===== config.mk =====
export PLATFORM = sky130hd
export DESIGN_NAME = cp0_access_arbiter_flat
export DESIGN_NICKNAME = d
export VERILOG_FILES = /design/src/rtl/cp0_access_arbiter_if.sv /design/src/rtl/cp0_access_arbiter.sv /design/src/flat_wrapper.sv
export SDC_FILE = /design/constraint.sdc
export NUM_CORES = 1
export LEC_CHECK = 0
export ABC_AREA = 1
export CAP_MARGIN = 20
export CORE_MARGIN = 10
export CORE_UTILIZATION = 30
export DETAILED_ROUTE_END_ITERATION = 12
export PLACE_DENSITY = 0.84
export SYNTH_ARGS = -nofsm -noshare
export SYNTH_HDL_FRONTEND = slang
export SYNTH_SLANG_ARGS = --single-unit

===== constraint.sdc =====
create_clock -name clk -period 1 [get_ports clk]
set_input_delay 0.1 -clock clk [delete_from_list [all_inputs] [get_ports clk]]
set_output_delay 0.1 -clock clk [all_outputs]
set_load 0.01 [all_outputs]

===== src/rtl/cp0_access_arbiter_if.sv =====
// ---------------------------------------------------------------------------
// cp0_access_arbiter_if
// Purpose : Bundles the requester handshakes, the mfc0 response and the CP0
//           register-file port that the CP0 access arbiter sits between.
// Modports:
//   slave  - arbiter side: takes the exc/alu/tlb requests and cp0_rdata,
//            drives the readies, the mfc0 response and the CP0 strobes.
//   master - requester/CP0 side: the mirror image of slave.
// Signals : exc_valid/exc_ready, alu_valid/alu_ready/alu_we/alu_addr/alu_sel/
//           alu_wdata, alu_rsp_valid/alu_rsp_data, tlb_valid/tlb_ready,
//           cp0_we/cp0_addr/cp0_sel/cp0_wdata/cp0_rdata, cp0_tlb_we, cp0_exc_en
// ---------------------------------------------------------------------------
interface cp0_access_arbiter_if #(
    parameter int ADDR_W = 5,
    parameter int SEL_W  = 3,
    parameter int DATA_W = 32
);
    logic              exc_valid;
    logic              exc_ready;
    logic              alu_valid;
    logic              alu_ready;
    logic              alu_we;
    logic [ADDR_W-1:0] alu_addr;
    logic [SEL_W-1:0]  alu_sel;
    logic [DATA_W-1:0] alu_wdata;
    logic              alu_rsp_valid;
    logic [DATA_W-1:0] alu_rsp_data;
    logic              tlb_valid;
    logic              tlb_ready;
    logic              cp0_we;
    logic [ADDR_W-1:0] cp0_addr;
    logic [SEL_W-1:0]  cp0_sel;
    logic [DATA_W-1:0] cp0_wdata;
    logic [DATA_W-1:0] cp0_rdata;
    logic              cp0_tlb_we;
    logic              cp0_exc_en;

    modport slave (
        input  exc_valid, alu_valid, alu_we, alu_addr, alu_sel, alu_wdata,
               tlb_valid, cp0_rdata,
        output exc_ready, alu_ready, tlb_ready, alu_rsp_valid, alu_rsp_data,
               cp0_we, cp0_addr, cp0_sel, cp0_wdata, cp0_tlb_we, cp0_exc_en
    );

    modport master (
        output exc_valid, alu_valid, alu_we, alu_addr, alu_sel, alu_wdata,
               tlb_valid, cp0_rdata,
        input  exc_ready, alu_ready, tlb_ready, alu_rsp_valid, alu_rsp_data,
               cp0_we, cp0_addr, cp0_sel, cp0_wdata, cp0_tlb_we, cp0_exc_en
    );
endinterface


===== src/rtl/cp0_access_arbiter.sv =====
// ---------------------------------------------------------------------------
// cp0_access_arbiter
// Purpose : Shares the single CP0 register-file port between exception
//           commit (highest priority), the TLB unit and ALU0 (mtc0/mfc0).
//           ALU and TLB are round-robin arbitrated. Every exception/ERET grant
//           opens a FLUSH window of FLUSH_CYC cycles that blocks ALU and TLB.
//           mfc0 read data comes back registered one cycle after the grant.
// Ports   :
//   clk  - clock, all state on posedge
//   rst  - asynchronous, active-low reset
//   bus  - cp0_access_arbiter_if.slave (requests, readies, response, CP0 port)
//   stat_exc/stat_alu/stat_tlb/stat_stall - 32-bit saturating grant/stall
//          counters, present only when CP0_ARB_STATS_EN is defined
// Config  : `define CP0_ARB_STATS_EN to add the statistics counters.
// ---------------------------------------------------------------------------
module cp0_access_arbiter #(
    parameter int ADDR_W    = 5,
    parameter int SEL_W     = 3,
    parameter int DATA_W    = 32,
    parameter int FLUSH_CYC = 3
) (
    input  logic                clk,
    input  logic                rst,
    cp0_access_arbiter_if.slave bus
`ifdef CP0_ARB_STATS_EN
    ,
    output logic [31:0]         stat_exc,
    output logic [31:0]         stat_alu,
    output logic [31:0]         stat_tlb,
    output logic [31:0]         stat_stall
`endif
);

    localparam logic [0:0] ST_IDLE  = 1'b0;
    localparam logic [0:0] ST_FLUSH = 1'b1;

    localparam logic RR_ALU = 1'b0;
    localparam logic RR_TLB = 1'b1;

    localparam logic [3:0] FLUSH_RELOAD = 4'(FLUSH_CYC - 1);

    if (FLUSH_CYC < 1 || FLUSH_CYC > 15) begin : g_bad_flush_cyc
        $error("cp0_access_arbiter: FLUSH_CYC=%0d outside 1..15", FLUSH_CYC);
    end

    logic [0:0]        r_state;
    logic [3:0]        r_flush_cnt;
    logic              r_rr_ptr;
    logic              r_rsp_valid;
    logic [DATA_W-1:0] r_rsp_data;

    logic              w_exc_gnt;
    logic              w_alu_gnt;
    logic              w_tlb_gnt;
    logic              w_mfc0_gnt;

    // Grants look only at valids, state and reset so a requester may wait on
    // ready without forming a combinational loop. Holding reset low forces
    // every grant (and therefore every strobe) to 0.
    always_comb begin
        // NOTE: each signal gets a default before any branch so that no path
        // leaves it unassigned, which is what keeps a latch from being inferred.
        w_exc_gnt = 1'b0;
        w_alu_gnt = 1'b0;
        w_tlb_gnt = 1'b0;
        if (rst) begin
            if (bus.exc_valid) begin
                w_exc_gnt = 1'b1;
            end else if (r_state == ST_IDLE) begin
                // A lone requester wins; on contention rr_ptr picks.
                if (bus.alu_valid && (!bus.tlb_valid || r_rr_ptr == RR_ALU)) begin
                    w_alu_gnt = 1'b1;
                end else if (bus.tlb_valid) begin
                    w_tlb_gnt = 1'b1;
                end
            end
        end
    end

    assign w_mfc0_gnt = w_alu_gnt & ~bus.alu_we;

    assign bus.exc_ready  = w_exc_gnt;
    assign bus.alu_ready  = w_alu_gnt;
    assign bus.tlb_ready  = w_tlb_gnt;
    assign bus.cp0_exc_en = w_exc_gnt;
    assign bus.cp0_tlb_we = w_tlb_gnt;
    assign bus.cp0_we     = w_alu_gnt & bus.alu_we;

    // ALU payload passes straight to CP0; zeroed while reset is held so that
    // every output sits at 0 during reset.
    assign bus.cp0_addr  = rst ? bus.alu_addr  : {ADDR_W{1'b0}};
    assign bus.cp0_sel   = rst ? bus.alu_sel   : {SEL_W{1'b0}};
    assign bus.cp0_wdata = rst ? bus.alu_wdata : {DATA_W{1'b0}};

    assign bus.alu_rsp_valid = r_rsp_valid;
    assign bus.alu_rsp_data  = r_rsp_data;

    // FLUSH window control and round-robin pointer.
    always_ff @(posedge clk or negedge rst) begin
        if (!rst) begin
            // NOTE: sequential state is updated with non-blocking assignments so
            // every register samples pre-edge values regardless of block order.
            r_state     <= ST_IDLE;
            r_flush_cnt <= 4'd0;
            r_rr_ptr    <= RR_ALU;
        end else begin
            if (w_exc_gnt) begin
                // Exceptions and ERETs (re)open the window from either state.
                r_state     <= ST_FLUSH;
                r_flush_cnt <= FLUSH_RELOAD;
            end else if (r_state == ST_FLUSH) begin
                if (r_flush_cnt == 4'd0) begin
                    r_state <= ST_IDLE;
                end else begin
                    r_flush_cnt <= r_flush_cnt - 4'd1;
                end
            end

            if (w_alu_gnt) begin
                r_rr_ptr <= RR_TLB;
            end else if (w_tlb_gnt) begin
                r_rr_ptr <= RR_ALU;
            end
        end
    end

    // mfc0 response: one-cycle valid pulse; data holds until the next mfc0.
    // CP0 writes on the same posedge, so an mfc0 right after an mtc0 to the
    // same register already sees the new value on cp0_rdata.
    always_ff @(posedge clk or negedge rst) begin
        if (!rst) begin
            r_rsp_valid <= 1'b0;
            r_rsp_data  <= {DATA_W{1'b0}};
        end else begin
            r_rsp_valid <= w_mfc0_gnt;
            if (w_mfc0_gnt) begin
                r_rsp_data <= bus.cp0_rdata;
            end
        end
    end

`ifdef CP0_ARB_STATS_EN
    logic w_stall;

    // A cycle counts as a stall once, even if both ALU and TLB are waiting.
    assign w_stall = (bus.alu_valid & ~w_alu_gnt) | (bus.tlb_valid & ~w_tlb_gnt);

    always_ff @(posedge clk or negedge rst) begin
        if (!rst) begin
            stat_exc   <= 32'd0;
            stat_alu   <= 32'd0;
            stat_tlb   <= 32'd0;
            stat_stall <= 32'd0;
        end else begin
            if (w_exc_gnt && stat_exc != 32'hFFFF_FFFF) begin
                stat_exc <= stat_exc + 32'd1;
            end
            if (w_alu_gnt && stat_alu != 32'hFFFF_FFFF) begin
                stat_alu <= stat_alu + 32'd1;
            end
            if (w_tlb_gnt && stat_tlb != 32'hFFFF_FFFF) begin
                stat_tlb <= stat_tlb + 32'd1;
            end
            if (w_stall && stat_stall != 32'hFFFF_FFFF) begin
                stat_stall <= stat_stall + 32'd1;
            end
        end
    end
`endif

endmodule


===== src/flat_wrapper.sv =====
// flat-port wrapper written by rule: the top's interface ports become plain ports
module cp0_access_arbiter_flat 
#(
    parameter int ADDR_W    = 5,
    parameter int SEL_W     = 3,
    parameter int DATA_W    = 32,
    parameter int FLUSH_CYC = 3
)
  (clk, rst, bus_exc_valid, bus_alu_valid, bus_alu_we, bus_alu_addr, bus_alu_sel, bus_alu_wdata, bus_tlb_valid, bus_cp0_rdata, bus_exc_ready, bus_alu_ready, bus_tlb_ready, bus_alu_rsp_valid, bus_alu_rsp_data, bus_cp0_we, bus_cp0_addr, bus_cp0_sel, bus_cp0_wdata, bus_cp0_tlb_we, bus_cp0_exc_en);
  cp0_access_arbiter_if #(.ADDR_W(ADDR_W), .SEL_W(SEL_W), .DATA_W(DATA_W)) bus_i ();
  input  logic clk;
  input  logic rst;
  input wire logic [$bits(bus_i.exc_valid)-1:0] bus_exc_valid;
  input wire logic [$bits(bus_i.alu_valid)-1:0] bus_alu_valid;
  input wire logic [$bits(bus_i.alu_we)-1:0] bus_alu_we;
  input wire logic [$bits(bus_i.alu_addr)-1:0] bus_alu_addr;
  input wire logic [$bits(bus_i.alu_sel)-1:0] bus_alu_sel;
  input wire logic [$bits(bus_i.alu_wdata)-1:0] bus_alu_wdata;
  input wire logic [$bits(bus_i.tlb_valid)-1:0] bus_tlb_valid;
  input wire logic [$bits(bus_i.cp0_rdata)-1:0] bus_cp0_rdata;
  output wire logic [$bits(bus_i.exc_ready)-1:0] bus_exc_ready;
  output wire logic [$bits(bus_i.alu_ready)-1:0] bus_alu_ready;
  output wire logic [$bits(bus_i.tlb_ready)-1:0] bus_tlb_ready;
  output wire logic [$bits(bus_i.alu_rsp_valid)-1:0] bus_alu_rsp_valid;
  output wire logic [$bits(bus_i.alu_rsp_data)-1:0] bus_alu_rsp_data;
  output wire logic [$bits(bus_i.cp0_we)-1:0] bus_cp0_we;
  output wire logic [$bits(bus_i.cp0_addr)-1:0] bus_cp0_addr;
  output wire logic [$bits(bus_i.cp0_sel)-1:0] bus_cp0_sel;
  output wire logic [$bits(bus_i.cp0_wdata)-1:0] bus_cp0_wdata;
  output wire logic [$bits(bus_i.cp0_tlb_we)-1:0] bus_cp0_tlb_we;
  output wire logic [$bits(bus_i.cp0_exc_en)-1:0] bus_cp0_exc_en;
  assign bus_i.exc_valid = bus_exc_valid;
  assign bus_i.alu_valid = bus_alu_valid;
  assign bus_i.alu_we = bus_alu_we;
  assign bus_i.alu_addr = bus_alu_addr;
  assign bus_i.alu_sel = bus_alu_sel;
  assign bus_i.alu_wdata = bus_alu_wdata;
  assign bus_i.tlb_valid = bus_tlb_valid;
  assign bus_i.cp0_rdata = bus_cp0_rdata;
  assign bus_exc_ready = bus_i.exc_ready;
  assign bus_alu_ready = bus_i.alu_ready;
  assign bus_tlb_ready = bus_i.tlb_ready;
  assign bus_alu_rsp_valid = bus_i.alu_rsp_valid;
  assign bus_alu_rsp_data = bus_i.alu_rsp_data;
  assign bus_cp0_we = bus_i.cp0_we;
  assign bus_cp0_addr = bus_i.cp0_addr;
  assign bus_cp0_sel = bus_i.cp0_sel;
  assign bus_cp0_wdata = bus_i.cp0_wdata;
  assign bus_cp0_tlb_we = bus_i.cp0_tlb_we;
  assign bus_cp0_exc_en = bus_i.cp0_exc_en;
  cp0_access_arbiter #(.ADDR_W(ADDR_W), .SEL_W(SEL_W), .DATA_W(DATA_W), .FLUSH_CYC(FLUSH_CYC)) u_core (.clk(clk), .rst(rst), .bus(bus_i));
endmodule

# == Yosys cells after proc, flatten, opt, wreduce, memory -nomap -nowiden ==
# Cells that the tools add are included.
# word_totals
regBits,39
in_bits,78
output_inout_bits,79
word_cells,40
# op_classes
addsub,1
eq_ne,1
muxes,22
n_bitwise,4
reduce_logical,7
# ops
op,count
two-way mux 32 bit,1
two-way mux 1 bit,16
two-way mux 4 bit,3
two-way mux 5 bit,1
logical NOT 4 bit,1
nonzero test 2 bit,2
subtractor 4 x 1 -> 4 bit (second input constant),1
two-way mux 3 bit,1
AND 1 bit,2
!= test 2 bit (second input constant),1
inverter 1 bit,2
AND reduction 2 bit,1
logical AND 1 bit,1
logical NOT 1 bit,1
logical OR 1 bit,1

# == Depth between registers and ports, before layout ==
# Gate-level depths: netlist of run 1.
# logic_depth
depth_word,9
ltp_mapped,8
mapped_depth_nobuf,7

# == Worst setup path after synthesis of run 1 ==
# Ideal clock, no wire load.
# synth_path
path_kind,flip-flop to flip-flop
from,register u_core.r_state
to,"register u_core.r_rsp_data[10], in the netlist u_core.bus.alu_rsp_data[10]"
setup_time_ps,116
arrival_ps,1082
required_time_ps,884
setup_slack_ps,-198
path_stages_with_launch,8
n_path_buf,1
synth_period_minus_slack_ps,1198
cell_sequence,dfrtp_1 inv_2 nand3_1 nor2_2 nand2_2 buf_2 nand2_1 nand2_1
# synth_via
elab_chain_len,4
# synth_lines
item,line,source
"start, declared",cp0_access_arbiter.sv:46,logic [0:0] r_state;
"start signal, assigned",cp0_access_arbiter.sv:103,r_state <= ST_IDLE;
"start signal, assigned",cp0_access_arbiter.sv:109,r_state <= ST_FLUSH;
"start signal, assigned",cp0_access_arbiter.sv:113,r_state <= ST_IDLE;
two-way mux 1 bit,cp0_access_arbiter.sv:69,end else if (r_state == ST_IDLE) begin
two-way mux 1 bit,cp0_access_arbiter.sv:67,if (bus.exc_valid) begin
two-way mux 1 bit,cp0_access_arbiter.sv:66,if (rst) begin
net bus_alu_ready,flat_wrapper.sv:22,output wire logic [$bits(bus_i.alu_ready)-1:0] bus_alu_ready;
AND 1 bit,cp0_access_arbiter.sv:80,assign w_mfc0_gnt = w_alu_gnt & ~bus.alu_we;
"end signal, assigned",cp0_access_arbiter.sv:133,r_rsp_data <= {DATA_W{1'b0}};
"end signal, assigned",cp0_access_arbiter.sv:137,r_rsp_data <= bus.cp0_rdata;
"end, declared",cp0_access_arbiter.sv:50,logic [DATA_W-1:0] r_rsp_data;
# The timed path passes the listed nets, and every way through them passes these cells.
# A chain may end at the register's enable or synchronous reset.

# == Final worst setup path of run 1 ==
# layout_path
from,register u_core.r_state
to,output port bus_alu_ready
# layout_via
elab_chain_len,3
# layout_lines
item,line
two-way mux 1 bit,cp0_access_arbiter.sv:69
two-way mux 1 bit,cp0_access_arbiter.sv:67
two-way mux 1 bit,cp0_access_arbiter.sv:66
"end, declared",flat_wrapper.sv:22
# Every way passes these cells.

==> impl_metrics.yaml, run 1 <==
run_status:
  status: "finished with violations"
  violations: "negative setup slack"
pwr:
  leakagePower_nw: 2.30
  ir_drop_v: 0.00116
  fin_total_pwr_mw: 7.21
  cellPowerDensity_nw_per_um2: 1890
synth:
  syn_area_um2: 2000
  synth_fp_nets: 354
  synth_warnings: 0
  ys_ff_latch: 39
  synth_edf_count: 0
  synth.area.top_cells: "dfrtp_1, nand2_1, inv_1, nand2_2, nand3_1"
  async_reset_ff_share_pct: 100
  ys_seq_area_share_pct: 48.8
  avgSynthCellArea_um2: 7.29
  yosysTopAreaCell: "dfrtp_1"
  ys_types: 21
  ys.flop_type: "dfrtp_1"
  yosysTopAreaCellShare_pct: 48.8
  synthCells: 274
sta:
  worst_clock_skew_ns: 0.00449
  setup_ws_ns: -0.343
  rsz0062_at_grt: "true"
  hold_violations: 0
  post-route-period-util_pct: 134
  period_needed_ns: 1.34
  max_freq_mhz: 745
  tns_ns: -11.73
  setup_viol_count_final: 41
  drv_slew: 0
  slew_headroom_pct: 73.6
  worst_pin_slew_ns: 0.396
setup_path:
  r2r_cells: 8
  worst_setup_path_end_kind: "primary output"
  path_max_fanout: 3
  crit_type: "flip-flop to primary output"
  cp.required_ns: 0.90
  arrival_ns: 1.24
  start_kind: "flip-flop"
die:
  num_io_pins: 157
  rows: 29
  dieArea_um2: 10300
  die_h_um: 102
  die_w_um: 102
  fp.coreArea_um2: 6420
  start_util_pct: 31.1
cts:
  clockBufferDepth: 2
  cts-root-buf: "clkbuf_8"
  cts_made_buffers: 5
  cts_max_level: 2
  clk_pin_slew_ns: 0.07
  cts_tree: "built"
  insertion_delay_ns: 0.28
  cts.sinks: 39
layout:
  nFillCells: 576
  drive_gt1_share_pct: 35.8
  n_antenna_cell: 0
  multi_input_area_um2: 873
  final-seq-area_um2: 976
  finalNetCount: 540
  syn_to_final_growth_pct: 90.4
  final_cell_count_no_fill: 538
placed_design:
  hpwl_um: 6110
  preCtsSetupSlack_ns: -0.639
  gp_congestion: 0.762
  port_buffers: 156
  place_inst: 517
drt:
  antenna_left: 0
  first_iter_violations: 45
  firstDrtPassIters: 4
  vias: 2300
  drc: 0
  wl_met3_um: 715
  highest_layer: "met4"
  wirelength_um: 8030
  wl_per_cell_um: 14.9
  drt-met1-wl_um: 2980
  wl_met2_um: 4230
  vias_per_cell: 4.28
global_route:
  antenna_found_initial: 0
  grt_pass1_vias: 2360
  grt_usage_pct: 14.1
  grt_max_degree: 33
  grt_pass1_wl_um: 11800
  grt-ovfl-total: 0
min_path:
  min_path_type: "input pin to asynchronous set/reset pin"
job:
  maxCapViolCount: 0
[layout by cell type (no fill, tap or decap)]
master	instances
nand2_4	5
dfrtp_1	39
nor2_8	1
nand2_1	127
buf_4	26
nand3_2	2
clkdlybuf4s50_1	76
clkbuf_8	7
dlygate4sd3_1	2
clkbuf_2	17
nand3_4	1
inv_1	44
buf_12	2
clkdlybuf4s15_1	2
a21oi_2	1
clkbuf_16	2
nand2_2	21
inv_2	5
a21oi_4	1
o21ai_2	1
inv_4	1
nor2_1	1
clkinvlp_4	1
nand4_1	1
nor2_4	2
ha_4	2
buf_2	54
nor2_2	2
o211ai_1	1
nand3_1	3
clkdlybuf4s15_2	2
buf_6	9
[metrics by stage]
| stage | cell area [µm²] | hold slack, ns | util [%] |
|---|---|---|---|
| after CTS | 3890 | 0.0942 | 60.6 |
| after global placement | 3770 | 0.133 | 58.6 |
| final | 3800 | 0.0848 | 59.2 |
| after detailed placement | 3770 | 0.134 | 58.6 |
| after floorplan | 2020 | -0.196 | - |
| after global routing | 3800 | 0.129 | 59.2 |
[sequential cells by signal (all words and copies together), names as in the netlist]
signal                    count
u_core.r_flush_cnt            4
u_core.bus.alu_rsp_data      32
u_core.r_state                1
u_core.r_rr_ptr               1
u_core.bus.alu_rsp_valid      1
[path summary, 6_finish.rpt]
path	from	to	slack [ns]
setup / recovery	u_core.r_state$_DFF_PN0_	bus_alu_ready	-0.34
hold / removal	rst	u_core.bus.alu_rsp_data[15]$_DFFE_PN0P_	0.08
setup reg to reg	u_core.r_state$_DFF_PN0_	u_core.bus.alu_rsp_data[15]$_DFFE_PN0P_	-0.34
hold reg to reg	u_core.bus.alu_rsp_data[4]$_DFFE_PN0P_	u_core.bus.alu_rsp_data[4]$_DFFE_PN0P_	0.47
max in group asynchronous	rst	u_core.r_state$_DFF_PN0_	0.41
min in group clk	rst	u_core.r_rr_ptr$_DFFE_PN0P_	0.30
[synthesized netlist by cell type (2+ instances only)]
cell type and instances:
a21oi_1 2, buf_2 2, buf_4 4, buf_6 2
clkbuf_1 4, dfrtp_1 39, ha_1 2, inv_1 49
nand2_1 141, nand2_2 11, nand3_1 6, nor2_1 3
[cell type report]
type | count | share of cell area, %
Clock inverter | 1 | 0.197
Sequential cell | 39 | 25.6
Multi-Input combinational cell | 172 | 23.0
Clock buffer | 7 | 2.53
Tap cell | 77 | 2.53
Timing Repair Buffer | 192 | 41.1
Inverter | 50 | 5.00
[logic make-up (layout without fill, tap and decap cells)]
family                   count (synthesis)  count (layout)  synth area share (%)
AO/OA/AOI/OAI                            4               4                  1.13
adder cells (fa/ha/maj)                  2               2                  1.25
flip-flops                              39              39                  48.8
buffers and inverters                   63             250                  14.0
AND/OR/NAND/NOR                        166             166                  34.8
[worst max-delay path, stage by stage (launching register included)]
cell and delay [ns]:
dfrtp_1 0.43, buf_6 0.14, inv_4 0.05, nand3_4 0.06, nor2_4 0.15, buf_6 0.12
[metal layers]
metal,GRT usage (%),vias to the layer above
met5,0,-
li1,-,1155
met1,14.7,1047
met3,5.99,9
met4,2.64,0
met2,26.0,89
[report_power, final]
part / switching (mW) / internal, mW / leakage, nW / total [mW]
Clock: 0.533 / 0.627 / 0.0505 / 1.16
Combinational: 1.77 / 1.71 / 1.75 / 3.47
Sequential: 0.351 / 2.23 / 0.499 / 2.58
[what timing repair did]
item,CTS,global route
buffers inserted,6,3
pin swaps,8,6
hold buffers,2,0
resized for setup,274,65
endpoints found under the hold margin,7,0
gates cloned,0,2
endpoints found under the setup margin,117,86
Power figures use the tool's default switching activity.
==> run 2, diff against run 1 <==
CORE_ASPECT_RATIO = 1.5   (was unset)
==> run 2 against run 1 <==
The flow still finishes with violations (negative setup slack). Highest routed layer unchanged. Core utilization is 2.3 points higher. Fmax fell by 2.6%. Clock skew rose by 0.0022 ns. Critical endpoint is now u_core.bus.alu_rsp_data[5]$_DFFE_PN0P_.
==> impl_metrics.yaml, run 2 (synthesis gave the netlist of run 1 again) <==
layout:
  largest_register_ff_count: 32
  fin_area_um2: 3990
  final_cell_count_no_fill: 533
  finalNetCount: 536
  final-seq-area_um2: 978
  syn_to_final_growth_pct: 99.9
  n_antenna_cell: 0
  multi_input_area_um2: 1050
  layout_commonest_cell: "nand2_1"
  nFillCells: 615
  drive_gt1_share_pct: 42.0
  layout_common_cells: "nand2_1, clkdlybuf4s50_1, buf_2"
setup_path:
  r2r_slack_ns: -0.38
  r2r-start: "u_core.r_rr_ptr$_DFFE_PN0P_"
  crit_slowest_cell: "dfrtp_1"
  path_max_fanout: 8
  worstSetupStartpoint: "u_core.r_rr_ptr$_DFFE_PN0P_"
  path_cells: "nand2_1 -> nand2_2 -> buf_6 -> nor2_4 -> buf_6 -> nand2_8 -> clkbuf_16 -> nand2_2 -> nand2_1"
  crit_type: "flip-flop to flip-flop"
  regToRegEndpoint: "u_core.bus.alu_rsp_data[5]$_DFFE_PN0P_"
  cp.required_ns: 1.18
  r2r_cells: 9
  crit_path_max_incr_delay_ns: 0.39
  worst_setup_path_end_kind: "flip-flop"
  start_kind: "flip-flop"
  arrival_ns: 1.56
pwr:
  comb_power_share_pct: 46.6
  power.switching_mw: 2.84
  clkPwrFrac_pct: 17.9
  sequentialPowerShare_pct: 35.5
  p_int_mw: 4.89
  ir_drop_v: 0.00115
  leakagePower_nw: 2.35
  fin_total_pwr_mw: 7.73
  cellPowerDensity_nw_per_um2: 1940
  p_sw_share_pct: 36.8
sta:
  period_needed_ns: 1.38
  drv_slew: 0
  slew_headroom_pct: 79.8
  max_freq_mhz: 726
  rsz0062_at_grt: "true"
  post-route-period-util_pct: 138
  setup_viol_count_final: 40
  worst_pin_slew_ns: 0.304
  hold_violations: 0
  setup_ws_ns: -0.378
  worst_clock_skew_ns: 0.00665
cts:
  cts-root-buf: "clkbuf_8"
  cts_max_level: 2
  cts_tree: "built"
  cts_made_buffers: 5
  clockBufferDepth: 2
  insertion_delay_ns: 0.28
  clk_pin_slew_ns: 0.08
  cts.sinks: 39
drt:
  wirelength_um: 8730
  wl_per_cell_um: 16.4
  firstDrtPassIters: 4
  vias_per_cell: 4.22
  vias: 2248
  first_iter_violations: 83
  antenna_left: 0
  drc: 0
placed_design:
  preCtsSetupSlack_ns: -0.667
  dpl_cell_area_um2: 3760
  hpwl_um: 6610
  port_buffers: 156
  place_inst: 514
  gp_congestion: 0.771
run_status:
  violations: "negative setup slack"
  status: "finished with violations"
die:
  num_io_pins: 157
  die_w_um: 86.6
  start_util_pct: 30.8
  fp.coreArea_um2: 6490
  dieArea_um2: 10400
  rows: 36
  die_h_um: 120
global_route:
  grt-ovfl-total: 0
  antenna_found_initial: 0
  grt_pass1_wl_um: 12300
  grt_max_degree: 33
  grt_pass1_vias: 2257
  grt_usage_pct: 14.7
min_path:
  min_path_type: "input pin to asynchronous set/reset pin"
job:
  maxCapViolCount: 0
[run 2: stage by stage]
| stage | hold WS [ns] | util (%) | TNS (ns) |
|---|---|---|---|
| 5_1_grt | 0.113 | 61.6 | -15.82 |
| 2_1_floorplan | -0.196 | - | -4.82 |
| 3_3_place_gp | 0.211 | 58.0 | -33.72 |
| 6_report | 0.0917 | 61.6 | -12.79 |
| 4_1_cts | 0.0792 | 59.5 | -12.24 |
| 3_5_place_dp | 0.193 | 58.0 | -33.98 |
[run 2: power groups by stage]
| stage | Combinational, mW | Sequential [mW] | Clock [mW] |
|---|---|---|---|
| finish | 3.61 | 2.74 | 1.38 |
| detailed placement | 3.38 | 2.61 | 0 |
| floorplan | 0.968 | 2.86 | 0 |
| CTS | 3.27 | 2.58 | 1.44 |
| global route | 3.96 | 2.83 | 1.51 |
| global placement | 3.29 | 2.58 | 0 |
[run 2: layout make-up]
class                           count  share of cell area, %
Clock buffer                        6                   2.07
Clock inverter                      2                  0.971
Sequential cell                    39                   24.5
Multi-Input combinational cell    172                   26.2
Timing Repair Buffer              188                   39.2
Inverter                           50                   4.70
Tap cell                           76                   2.38
[run 2: repair_timing]
| action | CTS | global route |
|---|---|---|
| pin swaps | 7 | 17 |
| gates resized for setup | 287 | 110 |
| setup endpoints to repair | 116 | 80 |
| hold buffers | 2 | 0 |
| endpoints found under the hold margin | 24 | 0 |
| setup buffers | 4 | 2 |
| gates cloned | 0 | 4 |
[run 2: how the worst max path moves through the flow]
stage | slack, ns | endpoint | cells after the start
final | -0.38 | u_core.bus.alu_rsp_data[5]$_DFFE_PN0P_ | 9
after global routing | -0.47 | u_core.bus.alu_rsp_data[5]$_DFFE_PN0P_ | 9
after CTS | -0.36 | bus_cp0_tlb_we | 5
after detailed placement | -0.67 | bus_cp0_tlb_we | 7
after global placement | -0.66 | bus_tlb_ready | 7
after floorplan | -0.16 | u_core.bus.alu_rsp_data[0]$_DFFE_PN0P_ | 7
[run 2: critical path, delay by kind of cell (launching register included)]
kind,cells,cell delay (ns)
buffers and inverters,3,0.43
flip-flops,1,0.39
AND/OR/NAND/NOR,6,0.45
[run 2: metal layers]
| layer | vias up | global-route usage [%] | part of all wire (%) |
|---|---|---|---|
| met5 | - | 0 | 0 |
| met3 | 4 | 3.86 | 4.6 |
| met4 | 0 | 2.54 | 0.57 |
| met2 | 49 | 28.3 | 60 |
| met1 | 1053 | 15.4 | 34 |
| li1 | 1142 | - | - |
==> run 3, diff against run 2 <==
CAP_MARGIN = 30   (was 20)
HOLD_SLACK_MARGIN = 0.05   (was unset)
SKIP_LAST_GASP = 1   (was unset)
==> run 3 against run 2 <==
Total power is 0.87% lower. Non-clock buffer count stayed put. Routed wire length is 0.96% lower. Setup slack better by 0.0025 ns. The run still ends with negative setup slack left. First-iteration DRC count is 8.4% lower. Cell area is 0.50% lower. Sequential power hardly changed.
==> impl_metrics.yaml, run 3 (synthesis gave the netlist of run 1 again) <==
setup_path:
  path_max_fanout: 8
  r2r_cells: 9
  arrival_ns: 1.56
  r2r-start: "u_core.r_rr_ptr$_DFFE_PN0P_"
  start_kind: "flip-flop"
  crit_type: "flip-flop to flip-flop"
  worst_setup_path_end_kind: "flip-flop"
  regToRegEndpoint: "u_core.bus.alu_rsp_data[12]$_DFFE_PN0P_"
  r2r_slack_ns: -0.38
  cp.required_ns: 1.18
pwr:
  ir_drop_v: 0.00116
  cellPowerDensity_nw_per_um2: 1930
  leakagePower_nw: 2.35
  fin_total_pwr_mw: 7.67
cts:
  cts_made_buffers: 5
  clockBufferDepth: 2
  cts.sinks: 39
  clk_pin_slew_ns: 0.08
  cts-root-buf: "clkbuf_8"
  cts_max_level: 2
  cts_tree: "built"
  insertion_delay_ns: 0.28
layout:
  layout_common_cells: "nand2_1, clkdlybuf4s50_1, buf_2"
  largest_register_ff_count: 32
  fin_area_um2: 3970
  final_util_pct: 61.3
  layout_commonest_cell: "nand2_1"
  drive_gt1_share_pct: 41.1
  n_antenna_cell: 0
  final_cell_count_no_fill: 533
  finalNetCount: 536
  syn_to_final_growth_pct: 98.9
min_path:
  min_path_type: "input pin to asynchronous set/reset pin"
sta:
  worst_pin_slew_ns: 0.307
  tns_ns: -12.80
  setup_ws_ns: -0.376
  setup_viol_count_final: 40
  period_needed_ns: 1.38
  slew_headroom_pct: 79.5
  drv_slew: 0
  post-route-period-util_pct: 138
  hold_violations: 0
  worst_hold_slack_ns: 0.0888
  max_freq_mhz: 727
  rsz0062_at_grt: "true"
  worst_clock_skew_ns: 0.00898
global_route:
  grt_usage_pct: 14.7
  grt_max_degree: 33
  antenna_found_initial: 0
  grt_pass1_vias: 2256
  grt_pass1_wl_um: 12300
  grt-ovfl-total: 0
die:
  die_h_um: 120
  num_io_pins: 157
  die_w_um: 86.6
  start_util_pct: 30.8
  fp.coreArea_um2: 6490
  rows: 36
  dieArea_um2: 10400
job:
  maxCapViolCount: 0
drt:
  wl_per_cell_um: 16.2
  vias: 2251
  antenna_left: 0
  first_iter_violations: 76
  drc: 0
  vias_per_cell: 4.22
  firstDrtPassIters: 4
  wirelength_um: 8640
placed_design:
  preCtsSetupSlack_ns: -0.667
  hpwl_um: 6610
  place_inst: 514
  port_buffers: 156
  gp_congestion: 0.771
  dpl_cell_area_um2: 3760
run_status:
  violations: "negative setup slack"
  status: "finished with violations"
## run 3: cell counts in the layout (fill, tap and decap cells not counted)
No cell type changed its count.
## run 3: routing by layer
metal  track usage, %  up-vias  wire [µm]
met3             3.86        7        428
met5                0        -          0
met4             2.54        0         68
li1                 -     1141          -
met2             28.2       54       5170
met1             15.4     1049       2980
## run 3: where the power goes
part	leakage (nW)	switching (mW)	internal [mW]
clock	0.0618	0.566	0.821
sequential	0.497	0.501	2.23
combinational	1.79	1.75	1.79
total	2.35	2.82	4.85
## run 3: critical path, cell delays in order, from the launching register on
cell	delay, ns
dfrtp_1	0.39
nand2_1	0.09
nand2_2	0.09
buf_6	0.13
nor2_4	0.08
buf_6	0.12
nand2_8	0.07
clkbuf_16	0.18
nand2_1	0.06
nand2_1	0.05
## run 3: worst max-delay path by stage
stage / slack [ns] / cells past startpoint / to / from
finish: -0.38 / 9 / u_core.bus.alu_rsp_data[12]$_DFFE_PN0P_ / u_core.r_rr_ptr$_DFFE_PN0P_
CTS: -0.36 / 5 / bus_cp0_tlb_we / u_core.r_rr_ptr$_DFFE_PN0P_
global route: -0.47 / 9 / u_core.bus.alu_rsp_data[5]$_DFFE_PN0P_ / u_core.r_rr_ptr$_DFFE_PN0P_
global placement: -0.66 / 7 / bus_tlb_ready / bus_exc_valid
detailed placement: -0.67 / 7 / bus_cp0_tlb_we / bus_exc_valid
floorplan: -0.16 / 7 / u_core.bus.alu_rsp_data[0]$_DFFE_PN0P_ / u_core.r_state$_DFF_PN0_
## run 3: what timing repair did
item | in CTS | in global routing
resized for setup | 285 | 106
buffers inserted | 4 | 2
setup endpoints to repair | 116 | 81
cloned | 0 | 4
hold buffers | 2 | 0
hold endpoints to repair | 24 | 0
pin swaps | 6 | 18
## run 3: area by class of cell
cell class,count,area (µm²)
inverter,50,188
timing repair buffer,188,1560
sequential,39,978
multi-input combinational,172,1040
clock buffer,6,82.6
tap,76,95.1
fill,617,2510
clock inverter,2,38.8
